**config.mk**
```make
export PLATFORM = sky130hd
export DESIGN_NAME = controle_iluminacao
export DESIGN_NICKNAME = d
export VERILOG_FILES = /design/src/rtl/controle_iluminacao.sv
export SDC_FILE = /design/constraint.sdc
export NUM_CORES = 1
export LEC_CHECK = 0
export CAP_MARGIN = 20
export CELL_PAD_IN_SITES_DETAIL_PLACEMENT = 1
export CELL_PAD_IN_SITES_GLOBAL_PLACEMENT = 2
export CORE_ASPECT_RATIO = 0.7
export CORE_MARGIN = 2
export CORE_UTILIZATION = 32
export CTS_CLUSTER_SIZE = 24
export DETAILED_ROUTE_END_ITERATION = 16
export PLACE_DENSITY_LB_ADDON = 0.1
export SYNTH_ARGS = -nofsm -noshare
export SYNTH_HDL_FRONTEND = slang
export SYNTH_SLANG_ARGS = --single-unit
```
**constraint.sdc**
```tcl
create_clock -name clk -period 2.3 [get_ports clk]
set_input_delay 0.69 -clock clk [delete_from_list [all_inputs] [get_ports clk]]
set_output_delay 0.69 -clock clk [all_outputs]
set_load 0.05 [all_outputs]
```
**src/rtl/controle_iluminacao.sv**
```systemverilog
// rtl/controle_iluminacao.sv - lamp controller with manual/automatic modes and presence hold-off
module controle_iluminacao #(
    parameter int AUTO_SHUTDOWN_T = 30000,
    parameter int CNT_W           = 16
) (
    input  logic clk,
    input  logic rst,
    input  logic A,
    input  logic B,
    input  logic infravermelho,
    output logic L,
    output logic M
);

    typedef enum logic [1:0] {
        MAN_OFF  = 2'b00,
        MAN_ON   = 2'b01,
        AUTO_OFF = 2'b10,
        AUTO_ON  = 2'b11
    } state_t;

    localparam logic [CNT_W-1:0] RELOAD = CNT_W'(AUTO_SHUTDOWN_T);
    localparam logic [CNT_W-1:0] ONE    = CNT_W'(1);

    state_t           state;
    state_t           state_next;
    logic [CNT_W-1:0] cnt;
    logic [CNT_W-1:0] cnt_next;
    logic             A_d;
    logic             B_d;
    logic             armed;
    logic             long_ev;
    logic             short_ev;

    // armed stays low for the first edge after reset so that A_d/B_d can pick up
    // levels held through reset before any edge is decoded from them
    assign long_ev  = armed & A & ~A_d;
    assign short_ev = armed & ~B & B_d & ~A;

    // State, counter and press-history registers
    always_ff @(posedge clk) begin
        if (rst) begin
            state <= MAN_OFF;
            cnt   <= '0;
            A_d   <= 1'b0;
            B_d   <= 1'b0;
            armed <= 1'b0;
        end else begin
            state <= state_next;
            cnt   <= cnt_next;
            A_d   <= A;
            B_d   <= B;
            armed <= 1'b1;
        end
    end

    // Next-state and shutdown counter update
    always_comb begin
        state_next = state;
        cnt_next   = cnt;
        case (state)
            MAN_OFF, MAN_ON: begin
                if (long_ev) begin
                    if (infravermelho) begin
                        state_next = AUTO_ON;
                        cnt_next   = RELOAD;
                    end else begin
                        state_next = AUTO_OFF;
                        cnt_next   = '0;
                    end
                end else if (short_ev) begin
                    state_next = (state == MAN_OFF) ? MAN_ON : MAN_OFF;
                end
            end
            AUTO_OFF: begin
                if (long_ev) begin
                    state_next = MAN_OFF;
                    cnt_next   = '0;
                end else if (infravermelho) begin
                    state_next = AUTO_ON;
                    cnt_next   = RELOAD;
                end
            end
            AUTO_ON: begin
                if (long_ev) begin
                    state_next = MAN_OFF;
                    cnt_next   = '0;
                end else if (infravermelho) begin
                    cnt_next = RELOAD;
                end else if (cnt <= ONE) begin
                    state_next = AUTO_OFF;
                    cnt_next   = '0;
                end else begin
                    cnt_next = cnt - ONE;
                end
            end
            default: begin
                state_next = MAN_OFF;
                cnt_next   = '0;
            end
        endcase
    end

    // Moore outputs decoded from the state register only
    always_comb begin
        L = (state == MAN_ON) || (state == AUTO_ON);
        M = (state == AUTO_OFF) || (state == AUTO_ON);
    end

endmodule

```
---- Word-level counts from Yosys, hierarchy flattened ----
Index checks and enable logic that the tools add are counted.
word-level totals
  register bits after elaboration ......... 21
  bits of input ports ..................... 5
  logic and storage cells ................. 48
cells by class
  add/subtract/negate cells ............... 1
  magnitude comparators ................... 1
  equality and inequality tests ........... 8
  muxes and demuxes ....................... 19
  bitwise operators ....................... 8
  reductions and logical operators ........ 6
operators by type and width
  operator                                              count
  2-to-1 mux 16 bit                                     6
  one-hot mux 16 bit (3 select lines)                   1
  <= comparator 16 x 1 -> 1 bit, second input constant  1
  subtractor 16 x 1 -> 16 bit, second input constant    1
  2-to-1 mux 15 bit                                     1
  2-to-1 mux 2 bit                                      7
  != test 3 bit, second input constant                  4
  one-hot mux 2 bit (3 select lines)                    1
  AND 1 bit                                             5
  equality test 2 bit, second input constant            2
  AND reduction 4 bit                                   1
  2-to-1 mux 1 bit                                      3
  inverter 1 bit                                        3
  equality test 2 x 1 -> 1 bit, second input constant   1
  zero test 2 bit                                       1
  logical OR 1 bit                                      2
  != test 2 bit, second input constant                  1
  AND reduction 2 bit                                   1
  OR reduction 2 bit                                    1

---- Depth between registers and ports, before layout ----
  depth after elaboration ................. 7
  depth in mapped cells ................... 8
  mapped depth without buffers ............ 6

---- Least setup slack after synthesis ----
Ideal clock, no wire load.
  path kind ............................... register to register
  start ................................... register cnt[0]
  end ..................................... register cnt[7]
  setup time .............................. 79 ps
  arrival ................................. 1828 ps
  required time ........................... 2221 ps
  slack ................................... 393 ps
  stages on the path, launching flop included .. 8
  path buffers ............................ 1
  path through ............................ dfxtp_1 > inv_1 > ha_1 > clkbuf_2 > o211a_2 > a2111oi_4 > o311ai_1 > o211ai_1
between the ends
  word-level cells in the longest chain between the ends .. 5
  elaborated cells between the ends (all ways) .. 6
  those cells by class .................... add/sub (1); order compare (1); mux (4)
RTL lines
  element                                                                       RTL line  text
  start: declaration                                                            27        logic [CNT_W-1:0] cnt;
  start signal: assignment                                                      50        cnt <= cnt_next;
  subtractor 16 x 1 -> 16 bit or <= comparator 16 x 1 -> 1 bit (tied branches)  94, 90
  2-to-1 mux 16 bit (*)                                                         90        end else if (cnt <= ONE) begin
  2-to-1 mux 16 bit (*)                                                         88        end else if (infravermelho) begin
  2-to-1 mux 16 bit (*)                                                         85        if (long_ev) begin
  one-hot mux 16 bit (3 select lines) (*)                                       61        case (state)
Mark *: on every way between the ends. The rest lies on a longest branch, timed or not.
A chain may end at the register's enable or synchronous reset.

---- Final worst setup path ----
  start ................................... input infravermelho
  end ..................................... register cnt[6]
between the ends
  word-level cells in the longest chain between the ends .. 3
  elaborated cells between the ends (all ways) .. 5
  those cells by class .................... eq/ne (1); mux (3); reduce/logical (1)
RTL lines
  element                              RTL line  text
  start: declaration                   10        input logic infravermelho,
  2-to-1 mux 16 bit                    88
  2-to-1 mux 16 bit                    85
  one-hot mux 16 bit (3 select lines)  61
Several ways; a longest one is shown, not always the timed one.

==> impl_metrics.toml <==
[global_routing]
grt_max_degree = 13
grtUsageTotal_pct = 18.1
antenna_found_initial = 0
grt_first_pass_wirelength_mm = 6.16
grt_pass1_vias = 1217
grt_overflow = 0

[power_and_ir_drop]
leakage_nw = 0.546
switching_share_pct = 35.3
p_seq_share_pct = 43.8
power_frac_comb_pct = 30.3
intPower_mw = 0.629
p_switching_mw = 0.343
max-vdd-ir-drop_v = 0.000377
p_clk_share_pct = 25.9
p_per_area_mw_per_mm2 = 679

[placement]
dp_hpwl_mm = 2.85
io_buffer_count = 6
gp_congestion = 0.789
dpl.cell_count = 216

[setup_path]
cp.required_ps = 2500
path_cells = "clkdlybuf4s50_1 > buf_4 > o21ai_0 > nand2_1 > nor2_1 > a21oi_1 > nor2_1"
arrival_ps = 2350
start_kind = "primary input"
max_stage_delay_ps = 470
r2r_end = "cnt[11]"
critPathBufInv = 2
crit_cells = 7
end_kind = "register"
cpLargestDelayFamily = "simple AND/OR/NAND/NOR gates"
reg2reg_depth = 7
reg2reg_from = "cnt[0]"
critPathSlowestCell = "clkdlybuf4s50_1"
crit_type = "in -> reg"
path_common_cell = "nor2_1"
cp_max_fo = 6
rrSetupSlack_ps = 330

[yosys]
synth-edff-count = 0
synth_ff_type = "dfxtp_1"
synthSimpleGateAreaFrac_pct = 34.8
async_reset_ff_share_pct = 0
synth_fa_ha_area_share_pct = 2.09
yosys_warnings = 0
synthTopCellsByArea = "dfxtp_1, a21oi_1, nand2_1"
synth_cells = 155
synth_area_per_cell_um2 = 7.73
synthTopCellsByCount = "dfxtp_1, a21oi_1, nand2_1, nor2_1, nand3_1"
syn_nets = 162
netlist_area_mm2 = 0.00120
ys_ff_latch = 21
synth_top_area_share_pct = 35.1
synth-compound-area-share_pct = 22.2
synth_xor_area_share_pct = 0.731
synth-seq-area-share_pct = 35.1
synth_mux_area_share_pct = 0
synth_top_family_by_area = "simple AND/OR/NAND/NOR gates"
yosysMostFrequentCell = "dfxtp_1"
yosysTopAreaCell = "dfxtp_1"
yosysUniqueCellTypes = 40

[routing]
dr.pass1.iters = 4
wl_per_cell_um = 16.4
routed_via_density = 5.47
drcViolationCount = 0
ant_nets = 0
routed_wirelength_mm = 3.61
vias = 1204
drtIter0Drc = 86

[timing]
drv_slew = 0
tightest_slew_ps = 498
fin_hold_ws_ps = 507
slew_headroom_pct = 66.4
clock_skew_ps = 2.85
final_hold_viol_count = 0
setup_viol = 0
min_period_over_period_pct = 93.2
fmax_mhz = 467
rsz0062_at_grt = "false"
fin_crit_ps = 2140

[clock_network]
cts_tree = "done"
clkTransAtPathRegs_ps = 80
worstSkewPairLatency_ps = 260
cts_buffers = 3
cts_buffer_depth = 2
clockRootBuffer = "clkbuf_8"
postCtsSetupBuffers = 0
cts.sinks = 21
cts_hold_buf = 0
cts.htree.levels = 1

[min_path]
hold_depth = 2
min_to = "cnt[15]"
min_from = "cnt[15]"
hold_path.class = "reg -> reg"

[finish]
nets = 178
drive_gt1_share_pct = 15.3
seq_area_um2 = 420
multi_input_area_um2 = 719
antennaDiodeCount = 0
area_growth_syn_to_layout_pct = 19.5
finalNonFillerCells = 220
nFillCells = 459

[die]
start_util_pct = 33.7
core_area_mm2 = 0.00356
die_w_um = 77.2
pin_count = 7
die_height_um = 55.2
placementRows = 18
dieArea_mm2 = 0.00426

[outcome]
outcome = "completed"

[run]
maxCapViolations = 0
## worst register-to-register path: stages, from the launching register on
cell	delay [ps]
dfxtp_1	470
inv_1	80
ha_1	210
o211a_2	290
a2111oi_4	350
buf_4	230
nand2b_1	80
a31oi_1	200
## per-layer routing
metal  routed length (um)  track usage [%]  vias up
met5                    0                0        -
met4                   10             2.30        0
met3                  186             3.92        2
met2                 1570             27.5       24
met1                 1840             27.1      581
li1                     -                -      597
## power groups by stage
stage               logic (mW)  clock network, mW  registers [mW]
floorplan                0.218                  0           0.422
global placement         0.285                  0           0.432
detailed placement       0.290                  0           0.434
CTS                      0.293              0.258           0.425
global route             0.326              0.279           0.432
finish                   0.294              0.252           0.426
## kinds of logic after synthesis
logic type               after synthesis
AO/OA/AOI/OAI                         40
XOR/XNOR                               1
adder cells (fa/ha/maj)                2
buffers and inverters                 15
flip-flops                            21
AND/OR/NAND/NOR                       76
## registers in the layout, summed over array words and instances (netlist names)
register,count
A_d,1
armed,1
cnt,16
state,2
B_d,1
## timing repair
| item | CTS | global route |
|---|---|---|
| resized for setup | 1 | 1 |
| gates cloned | 0 | 0 |
| setup endpoints to repair | 1 | 1 |
## through the flow
| stage | setup TNS [ps] | instance area [um2] | total power [mW] | worst slack (ps) | utilization, % |
|---|---|---|---|---|---|
| floorplan | 0 | 1200 | 0.640 | 393 | - |
| global placement | -667 | 1380 | 0.716 | -141 | 38.8 |
| detailed placement | -1730 | 1380 | 0.724 | -232 | 38.8 |
| CTS | 0 | 1430 | 0.977 | 47.0 | 40.2 |
| global route | 0 | 1430 | 1.04 | 29.2 | 40.3 |
| finish | 0 | 1430 | 0.972 | 157 | 40.3 |
## cells in the final DEF, fill, tap and decap left out, drive strengths merged, types with 3 or more instances in the layout
| cell | synthesis | layout |
|---|---|---|
| o21ai | 5 | 5 |
| nor3 | 8 | 8 |
| nor2b | 3 | 3 |
| nand3 | 10 | 10 |
| nor4 | 9 | 9 |
| a211oi | 3 | 3 |
| and3 | 3 | 3 |
| nor2 | 15 | 15 |
| inv | 7 | 7 |
| o22ai | 3 | 3 |
| clkbuf | 5 | 3 |
| nand2b | 4 | 4 |
| clkdlybuf4s50 | 0 | 4 |
| buf | 3 | 14 |
| dfxtp | 21 | 21 |
| a21oi | 18 | 18 |
| nand2 | 15 | 15 |
| a31oi | 3 | 3 |
## area by class of cell
cell class / count / share of cell area [%]
clock buffers: 3 / 2.88
clock inverters: 1 / 0.349
inverters: 7 / 1.83
multi-input cells: 119 / 50.2
flip-flops and latches: 21 / 29.3
well taps: 50 / 4.37
repair buffers: 19 / 11.0
## worst max path at each step
stage | startpoint | slack [ps] | endpoint
2_1_floorplan | cnt[0] | 390 | cnt[7]
3_3_place_gp | A | -140 | cnt[5]
3_5_place_dp | infravermelho | -230 | cnt[5]
4_1_cts | state[0] | 50 | L
5_1_grt | A | 30 | cnt[14]
6_report | infravermelho | 160 | cnt[6]
(Power assumes the default switching activity.)
